===== config.mk =====
export PLATFORM = sky130hd
export DESIGN_NAME = fetch_unit_flat
export DESIGN_NICKNAME = d
export VERILOG_FILES = /design/src/rtl/fetch_unit_pkg.sv /design/src/rtl/fetch_unit_if.sv /design/src/rtl/fetch_unit_pc_reg.sv /design/src/rtl/fetch_unit.sv /design/src/flat_wrapper.sv
export SDC_FILE = /design/constraint.sdc
export NUM_CORES = 1
export LEC_CHECK = 0
export ABC_CLOCK_PERIOD_IN_PS = 4050
export CORE_MARGIN = 5
export CORE_UTILIZATION = 36
export CTS_BUF_LIST = sky130_fd_sc_hd__clkbuf_4 sky130_fd_sc_hd__clkbuf_8 sky130_fd_sc_hd__clkbuf_16
export CTS_CLUSTER_DIAMETER = 30
export DETAILED_ROUTE_END_ITERATION = 7
export GPL_TIMING_DRIVEN = 0
export MAX_ROUTING_LAYER = met4
export PLACE_DENSITY = 0.66
export SETUP_SLACK_MARGIN = 0.1
export SLEW_MARGIN = 15
export SYNTH_ARGS = -nofsm -noshare
export SYNTH_HDL_FRONTEND = slang
export SYNTH_SLANG_ARGS = --single-unit

===== constraint.sdc =====
create_clock -name CLK -period 4.05 [get_ports CLK]
set_clock_uncertainty 0.15 [all_clocks]
set_input_delay 0.81 -clock CLK [delete_from_list [all_inputs] [get_ports CLK]]
set_output_delay 0.81 -clock CLK [all_outputs]
set_load 0.005 [all_outputs]

===== src/rtl/fetch_unit_pkg.sv =====
// ---------------------------------------------------------------------------
// fetch_unit_pkg
// Shared definitions for the instruction fetch stage. Decode and the
// immediate generator reuse the field positions and state encoding.
//   - word / field widths and opcode / immediate slice positions
//   - fetch FSM state encoding (IDLE, REQ, HOLD)
// ---------------------------------------------------------------------------
package fetch_unit_pkg;

   localparam int FETCH_DATA_W  = 16;
   localparam int FETCH_IMM_W   = 12;
   localparam int FETCH_OP_W    = 4;

   // Field slice positions inside an instruction word
   localparam int FETCH_OP_MSB  = FETCH_DATA_W - 1;
   localparam int FETCH_OP_LSB  = FETCH_DATA_W - FETCH_OP_W;
   localparam int FETCH_IMM_MSB = FETCH_IMM_W - 1;
   localparam int FETCH_IMM_LSB = 0;

   typedef logic [1:0] fetch_state_t;

   localparam fetch_state_t ST_IDLE = 2'd0;
   localparam fetch_state_t ST_REQ  = 2'd1;
   localparam fetch_state_t ST_HOLD = 2'd2;

endpackage : fetch_unit_pkg


===== src/rtl/fetch_unit_if.sv =====
// ---------------------------------------------------------------------------
// fetch_unit_if
// Instruction memory request/ack bus, single outstanding transaction.
//   req   : fetch request, held until ack (driven by the fetch stage)
//   addr  : fetch byte address, stable while req=1
//   ack   : memory returns rdata this cycle
//   rdata : instruction word
// master = fetch stage, slave = instruction memory.
// ---------------------------------------------------------------------------
interface fetch_unit_if
   import fetch_unit_pkg::*;
#(
   parameter int DATA_W = FETCH_DATA_W
) ();

   logic              req;
   logic [DATA_W-1:0] addr;
   logic              ack;
   logic [DATA_W-1:0] rdata;

   modport master (
      output req,
      output addr,
      input  ack,
      input  rdata
   );

   modport slave (
      input  req,
      input  addr,
      output ack,
      output rdata
   );

endinterface : fetch_unit_if


===== src/rtl/fetch_unit_pc_reg.sv =====
// ---------------------------------------------------------------------------
// fetch_unit_pc_reg
// Program counter for the fetch stage. Holds pc, the deferred redirect
// target pend_pc and the kill flag that marks the in-flight fetch as stale.
//   clk, rst     : clock, synchronous active-high reset
//   redirect     : branch/jump redirect this cycle
//   redirect_pc  : redirect byte address (bit0 is dropped)
//   defer        : a fetch is in flight with no ack this cycle
//   resolve      : the ack of a killed fetch arrives this cycle
//   advance      : step to the next sequential instruction
//   pc           : current fetch / held-instruction address
//   pc_plus2     : pc + 2, wrapping
//   kill         : in-flight fetch must be discarded
// ---------------------------------------------------------------------------
module fetch_unit_pc_reg
   import fetch_unit_pkg::*;
#(
   parameter int                DATA_W   = FETCH_DATA_W,
   parameter logic [DATA_W-1:0] RESET_PC = 16'h0000
) (
   input  logic              clk,
   input  logic              rst,
   input  logic              redirect,
   input  logic [DATA_W-1:0] redirect_pc,
   input  logic              defer,
   input  logic              resolve,
   input  logic              advance,
   output logic [DATA_W-1:0] pc,
   output logic [DATA_W-1:0] pc_plus2,
   output logic              kill
);

   localparam logic [DATA_W-1:0] PC_STEP    = {{(DATA_W-2){1'b0}}, 2'b10};
   localparam logic [DATA_W-1:0] ALIGN_MASK = ~{{(DATA_W-1){1'b0}}, 1'b1};

   logic [DATA_W-1:0] pc_r;
   logic [DATA_W-1:0] pc_plus2_r;
   logic [DATA_W-1:0] pend_pc_r;
   logic              kill_r;

   logic [DATA_W-1:0] target_s;
   logic [DATA_W-1:0] pc_nxt_s;
   logic [DATA_W-1:0] pend_nxt_s;
   logic              kill_nxt_s;

   // Instructions are halfword aligned; a misaligned target is silently fixed.
   assign target_s = redirect_pc & ALIGN_MASK;

   // Next pc / pend_pc / kill selection, most urgent event first
   always_comb begin
      pc_nxt_s   = pc_r;
      pend_nxt_s = pend_pc_r;
      kill_nxt_s = kill_r;
      if (resolve) begin
         // Stale fetch completes: a redirect in the same cycle is the newest target.
         pc_nxt_s   = redirect ? target_s : pend_pc_r;
         kill_nxt_s = 1'b0;
      end else if (redirect && defer) begin
         // Address must stay stable until ack; park the target, last one wins.
         pend_nxt_s = target_s;
         kill_nxt_s = 1'b1;
      end else if (redirect) begin
         pc_nxt_s = target_s;
      end else if (advance) begin
         pc_nxt_s = pc_r + PC_STEP;
      end else begin
         pc_nxt_s = pc_r;
      end
   end

   // PC state registers; pc_plus2 is registered alongside pc so it is glitch-free
   always_ff @(posedge clk) begin
      if (rst) begin
         pc_r       <= RESET_PC;
         pc_plus2_r <= RESET_PC + PC_STEP;
         pend_pc_r  <= RESET_PC;
         kill_r     <= 1'b0;
      end else begin
         pc_r       <= pc_nxt_s;
         pc_plus2_r <= pc_nxt_s + PC_STEP;
         pend_pc_r  <= pend_nxt_s;
         kill_r     <= kill_nxt_s;
      end
   end

   assign pc       = pc_r;
   assign pc_plus2 = pc_plus2_r;
   assign kill     = kill_r;

endmodule : fetch_unit_pc_reg


===== src/rtl/fetch_unit.sv =====
// ---------------------------------------------------------------------------
// fetch_unit
// Instruction fetch stage feeding decode and the immediate generator.
// Runs one outstanding request/ack transaction at a time, latches the
// returned word and presents it split into opcode and immediate fields.
//   CLK, RST        : clock, synchronous active-high reset
//   stall_in        : decode not ready, hold current instruction
//   redirect_valid  : load redirect_pc (branch/jump taken)
//   redirect_pc     : redirect target byte address
//   imem            : instruction memory bus (master side)
//   instr_valid     : instr_out / opcode_out / imm_field_out valid
//   instr_out       : latched instruction
//   opcode_out      : instr_out[15:12]
//   imm_field_out   : instr_out[11:0], drives the sign-extender imm_in
//   pc_out          : address of the held instruction
//   pc_plus2_out    : pc_out + 2, wrapping
// ---------------------------------------------------------------------------
module fetch_unit
   import fetch_unit_pkg::*;
#(
   parameter int                DATA_W   = FETCH_DATA_W,
   parameter int                IMM_W    = FETCH_IMM_W,
   parameter int                OP_W     = FETCH_OP_W,
   parameter logic [DATA_W-1:0] RESET_PC = 16'h0000
) (
   input  logic              CLK,
   input  logic              RST,
   input  logic              stall_in,
   input  logic              redirect_valid,
   input  logic [DATA_W-1:0] redirect_pc,
   fetch_unit_if.master      imem,
   output logic              instr_valid,
   output logic [DATA_W-1:0] instr_out,
   output logic [OP_W-1:0]   opcode_out,
   output logic [IMM_W-1:0]  imm_field_out,
   output logic [DATA_W-1:0] pc_out,
   output logic [DATA_W-1:0] pc_plus2_out
);

   fetch_state_t      state_r;
   fetch_state_t      state_nxt_s;
   logic              req_r;
   logic              req_nxt_s;
   logic              valid_r;
   logic              valid_nxt_s;
   logic [DATA_W-1:0] instr_r;
   logic [DATA_W-1:0] instr_nxt_s;

   logic              flight_s;
   logic              ack_s;
   logic              defer_s;
   logic              resolve_s;
   logic              advance_s;
   logic              kill_s;
   logic [DATA_W-1:0] pc_s;
   logic [DATA_W-1:0] pc_plus2_s;

   // An ack only counts while our request is actually on the bus.
   assign flight_s  = (state_r == ST_REQ) && req_r;
   assign ack_s     = flight_s && imem.ack;
   assign defer_s   = flight_s && !imem.ack;
   assign resolve_s = ack_s && kill_s;
   assign advance_s = (state_r == ST_HOLD) && !stall_in;

   fetch_unit_pc_reg #(
      .DATA_W   (DATA_W),
      .RESET_PC (RESET_PC)
   ) u_pc_reg (
      .clk         (CLK),
      .rst         (RST),
      .redirect    (redirect_valid),
      .redirect_pc (redirect_pc),
      .defer       (defer_s),
      .resolve     (resolve_s),
      .advance     (advance_s),
      .pc          (pc_s),
      .pc_plus2    (pc_plus2_s),
      .kill        (kill_s)
   );

   // Fetch FSM next-state, request and instruction-latch decisions
   always_comb begin
      state_nxt_s = state_r;
      req_nxt_s   = req_r;
      valid_nxt_s = valid_r;
      instr_nxt_s = instr_r;
      case (state_r)
         ST_IDLE: begin
            state_nxt_s = ST_REQ;
            req_nxt_s   = 1'b1;
            valid_nxt_s = 1'b0;
         end
         ST_REQ: begin
            if (!req_r) begin
               // Bus was released for a cycle after a killed fetch; reissue.
               req_nxt_s = 1'b1;
            end else if (imem.ack) begin
               req_nxt_s = 1'b0;
               if (kill_s) begin
                  // Stale data dropped; pc reloads from pend_pc, request again.
                  state_nxt_s = ST_REQ;
               end else if (redirect_valid) begin
                  state_nxt_s = ST_IDLE;
               end else begin
                  instr_nxt_s = imem.rdata;
                  valid_nxt_s = 1'b1;
                  state_nxt_s = ST_HOLD;
               end
            end else begin
               req_nxt_s = 1'b1;
            end
         end
         ST_HOLD: begin
            // Redirect takes precedence over a decode stall.
            if (redirect_valid || !stall_in) begin
               valid_nxt_s = 1'b0;
               req_nxt_s   = 1'b1;
               state_nxt_s = ST_REQ;
            end else begin
               valid_nxt_s = 1'b1;
               req_nxt_s   = 1'b0;
            end
         end
         default: begin
            state_nxt_s = ST_IDLE;
            req_nxt_s   = 1'b0;
            valid_nxt_s = 1'b0;
         end
      endcase
   end

   // FSM, bus request and instruction latch registers
   always_ff @(posedge CLK) begin
      if (RST) begin
         state_r <= ST_IDLE;
         req_r   <= 1'b0;
         valid_r <= 1'b0;
         instr_r <= {DATA_W{1'b0}};
      end else begin
         state_r <= state_nxt_s;
         req_r   <= req_nxt_s;
         valid_r <= valid_nxt_s;
         instr_r <= instr_nxt_s;
      end
   end

   assign imem.req      = req_r;
   assign imem.addr     = pc_s;
   assign instr_valid   = valid_r;
   assign instr_out     = instr_r;
   assign opcode_out    = instr_r[DATA_W-1 -: OP_W];
   assign imm_field_out = instr_r[IMM_W-1:0];
   assign pc_out        = pc_s;
   assign pc_plus2_out  = pc_plus2_s;

endmodule : fetch_unit

===== src/flat_wrapper.sv =====
// flat-port wrapper written by rule: the top's interface ports become plain ports
module fetch_unit_flat import fetch_unit_pkg::*;
#(
   parameter int                DATA_W   = FETCH_DATA_W,
   parameter int                IMM_W    = FETCH_IMM_W,
   parameter int                OP_W     = FETCH_OP_W,
   parameter logic [DATA_W-1:0] RESET_PC = 16'h0000
)
  (CLK, RST, stall_in, redirect_valid, redirect_pc, instr_valid, instr_out, opcode_out, imm_field_out, pc_out, pc_plus2_out, imem_req, imem_addr, imem_ack, imem_rdata);
  fetch_unit_if #(.DATA_W(DATA_W)) imem_i ();
  input  logic CLK;
  input  logic RST;
  input  logic stall_in;
  input  logic redirect_valid;
  input  logic [DATA_W-1:0] redirect_pc;
  output logic instr_valid;
  output logic [DATA_W-1:0] instr_out;
  output logic [OP_W-1:0] opcode_out;
  output logic [IMM_W-1:0] imm_field_out;
  output logic [DATA_W-1:0] pc_out;
  output logic [DATA_W-1:0] pc_plus2_out;
  output wire logic [$bits(imem_i.req)-1:0] imem_req;
  output wire logic [$bits(imem_i.addr)-1:0] imem_addr;
  input wire logic [$bits(imem_i.ack)-1:0] imem_ack;
  input wire logic [$bits(imem_i.rdata)-1:0] imem_rdata;
  assign imem_req = imem_i.req;
  assign imem_addr = imem_i.addr;
  assign imem_i.ack = imem_ack;
  assign imem_i.rdata = imem_rdata;
  fetch_unit #(.DATA_W(DATA_W), .IMM_W(IMM_W), .OP_W(OP_W), .RESET_PC(RESET_PC)) u_core (.CLK(CLK), .RST(RST), .stall_in(stall_in), .redirect_valid(redirect_valid), .redirect_pc(redirect_pc), .imem(imem_i), .instr_valid(instr_valid), .instr_out(instr_out), .opcode_out(opcode_out), .imm_field_out(imm_field_out), .pc_out(pc_out), .pc_plus2_out(pc_plus2_out));
endmodule

==> metrics.cfg <==
[critical_path]
ff2ff_setup_slack_ps = 480
ff2ff_path_depth = 10
r2r-start = u_core.state_r[1]
r2r-end = u_core.u_pc_reg.pc_plus2[13]
cp-end-kind = flip-flop
critPathArrivalTime_ps = 3910
cp_max_fo = 10
endpoint = u_core.u_pc_reg.pc_plus2[13]
worstSetupStartpoint = imem_ack
worst_ep_required_time_ps = 4130
cp-start-kind = primary input
path_class = primary input to flip-flop

[grt]
grt_pass1_vias = 3362
antenna_found_initial = 0
grt_pass1_wl_um = 16640
grt-ovfl-total = 0
grt_max_degree = 13
grtUsageTotal_pct = 18.41

[yosys]
postSynthAreaPerCell_sq_um = 8.022
synth_edf_count = 0
synthArstFlopShare_pct = 0
synth_cells = 435
yosysTopAreaCellShare_pct = 37.86
synth-main-ff-cell = dfxtp_1
synth_seq_area_share_pct = 37.86
yosysTopAreaCell = dfxtp_1
ys_warn_count = 0
synth_cell_type_count = 62
synth_area_sq_um = 3490
synth-seq-cells = 66
synth_area_leaders = dfxtp_1 (38%), nand2_1 (8.6%), buf_4 (7.3%)

[placement]
gp_congestion = 0.8850
postPlaceCellArea_sq_um = 4805
port_buffers = 114
hpwl_um = 8171

[power]
power_density_nw_per_um2 = 378.0
clkPwrFrac_pct = 39.0
p_switching_mw = 0.5134
p_int_mw = 1.411
switching_share_pct = 26.68
p_seq_share_pct = 38.8
ir_worst_vdd_mv = 0.1999
power_frac_comb_pct = 22.1
power_leakage_nw = 1.920

[route]
drtIter0Drc = 273
route.detailed.wl_per_inst_um = 15.28
wl_um = 10700
vias = 3522
antenna_left = 0
viasPerCell = 5.031
first_pass_iters = 5
drc = 0

[hold_path]
min_path_type = flip-flop to flip-flop

[sta]
fin_crit_sh_pct = 94.49
final-hold-violation-count = 0
post-route-min-period_ps = 3827
slew_headroom_pct = 29.14
setup_violations = 0
worst_slew_pin_slew_ps = 1036
maxSlewViolCount = 0
timing.fmax_ghz = 0.2613
setup_tns_ps = 0
rsz0062_at_grt = yes

[clock_network]
clock-sinks = 66
clk_path_buf_depth = 2
cts_tree = built
cts_root_buf = clkbuf_8
cts_buffers = 9
htree_levels = 3
worst_skew_pair.late_latency_ps = 340
cts_setup_buffers = 0
clkTransAtPathRegs_ps = 70

[floorplanning]
num_rows = 36
fp.dieArea_sq_um = 11760
core_area_sq_um = 9594
die-height_um = 108.5
boundaryPins = 119
start_util_pct = 36.37
die-width_um = 108.5

[layout]
multi_input_area_sq_um = 1807
finalInstanceArea_sq_um = 5090
layout_commonest_cell = clkdlybuf4s50_1
final_cell_mix = clkdlybuf4s50_1 (114), nand2_1 (80), dfxtp_1 (66)
syn2layout_area_growth_pct = 45.86
nNetsFinal = 605
drive_gt1_share_pct = 12.52
fill_cells = 886
num_antenna_cells = 0
ff_latch_area_sq_um = 1321

[flow_run]
drv_cap = 0

[status]
outcome = finished, final reports clean

[per-layer routing]
layer	up-vias	wire, um	track usage [%]
met4	0	141	5.681
met2	127	5154	29.30
met5	-	0	-
li1	1736	-	-
met1	1642	4746	24.35
met3	17	657	2.448
[kinds of logic (layout without fill, tap and decap cells)]
| kind of cell | Yosys count | after routing | share of synthesized area, % |
|---|---|---|---|
| other | 1 | 3 | 0.1075 |
| DFF | 66 | 66 | 37.86 |
| muxes | 6 | 6 | 1.864 |
| adders and majority gates | 6 | 6 | 2.151 |
| AOI/OAI and AO/OA | 93 | 93 | 17.07 |
| buffers and inverters | 65 | 195 | 10.76 |
| xor gates and xnor gates | 12 | 12 | 3.012 |
| and+or+nand+nor | 186 | 186 | 27.18 |
[worst max-delay path, cell delays in order]
cell and delay [ps]:
clkdlybuf4s50_1 510, nand4b_2 430, nand2_1 380, nor2_1 100, a2111oi_0 890, nand2_1 200
nor4_2 220, mux2_2 370
[how the worst min path moves through the flow]
stage | end | cells after the start | startpoint
floorplan | u_core.u_pc_reg.pend_pc_r[3] | 2 | u_core.u_pc_reg.pend_pc_r[3]
global placement | u_core.u_pc_reg.pend_pc_r[7] | 2 | u_core.u_pc_reg.pend_pc_r[7]
detailed placement | u_core.u_pc_reg.pend_pc_r[9] | 2 | u_core.u_pc_reg.pend_pc_r[9]
CTS | u_core.u_pc_reg.pend_pc_r[9] | 2 | u_core.u_pc_reg.pend_pc_r[9]
global route | u_core.u_pc_reg.pend_pc_r[8] | 2 | u_core.u_pc_reg.pend_pc_r[8]
finish | u_core.u_pc_reg.pend_pc_r[8] | 2 | u_core.u_pc_reg.pend_pc_r[8]
[sequential cells by signal, summed over array words and instances (netlist names)]
register	count
u_core.imem.req	1
u_core.u_pc_reg.pc	15
u_core.instr_valid	1
u_core.u_pc_reg.pc_plus2	15
u_core.u_pc_reg.pend_pc_r	15
u_core.state_r	2
u_core.instr_out	16
u_core.u_pc_reg.kill	1
[power by group through the flow]
stage | Sequential, mW | Clock, mW | Combinational, mW
after floorplan | 0.751 | 0 | 0.220
after global placement | 0.758 | 0 | 0.414
after detailed placement | 0.760 | 0 | 0.420
after CTS | 0.746 | 0.763 | 0.425
after global routing | 0.754 | 0.788 | 0.465
final | 0.747 | 0.751 | 0.426
[through the flow]
stage | utilization (%) | power [mW] | setup slack (ps) | hold slack [ps] | cells
after floorplan | - | 0.9716 | 926.2 | 283.2 | 437
after global placement | 50.08 | 1.172 | -191.1 | 293.4 | 684
after detailed placement | 50.08 | 1.180 | -177.2 | 303.5 | 684
after CTS | 52.95 | 1.934 | 163.5 | 313.5 | 700
after global routing | 53.05 | 2.006 | 99.01 | 330.4 | 700
final | 53.05 | 1.924 | 223.3 | 314.5 | 700
[cell type report]
class	count	share of cell area [%]
Clock inverter	6	2.704
Clock buffer	10	2.704
Buffer	54	6.637
Timing Repair Buffer	114	22.42
Sequential cell	66	25.96
Multi-Input combinational cell	306	35.50
Inverter	11	0.8112
Tap cell	133	3.269
[Yosys cell counts (4+ instances only)]
library cell / instances
nand4_1: 8
nor2b_1: 5
dfxtp_1: 66
nand2_1: 80
o21ai_0: 8
a21oi_1: 45
nor3_1: 14
nand3_1: 8
and3_1: 4
nor2_1: 37
nor3_2: 4
xor2_1: 5
buf_4: 34
o221ai_1: 4
ha_1: 6
inv_1: 10
xnor2_1: 7
nor4_1: 6
clkbuf_1: 15
[timing repair]
action	CTS	global route
gates resized for setup	0	6
setup endpoints to repair	0	3
hold buffers	0	0
hold endpoints to repair	0	0
Note: power is estimated with default switching activity, not from simulation.
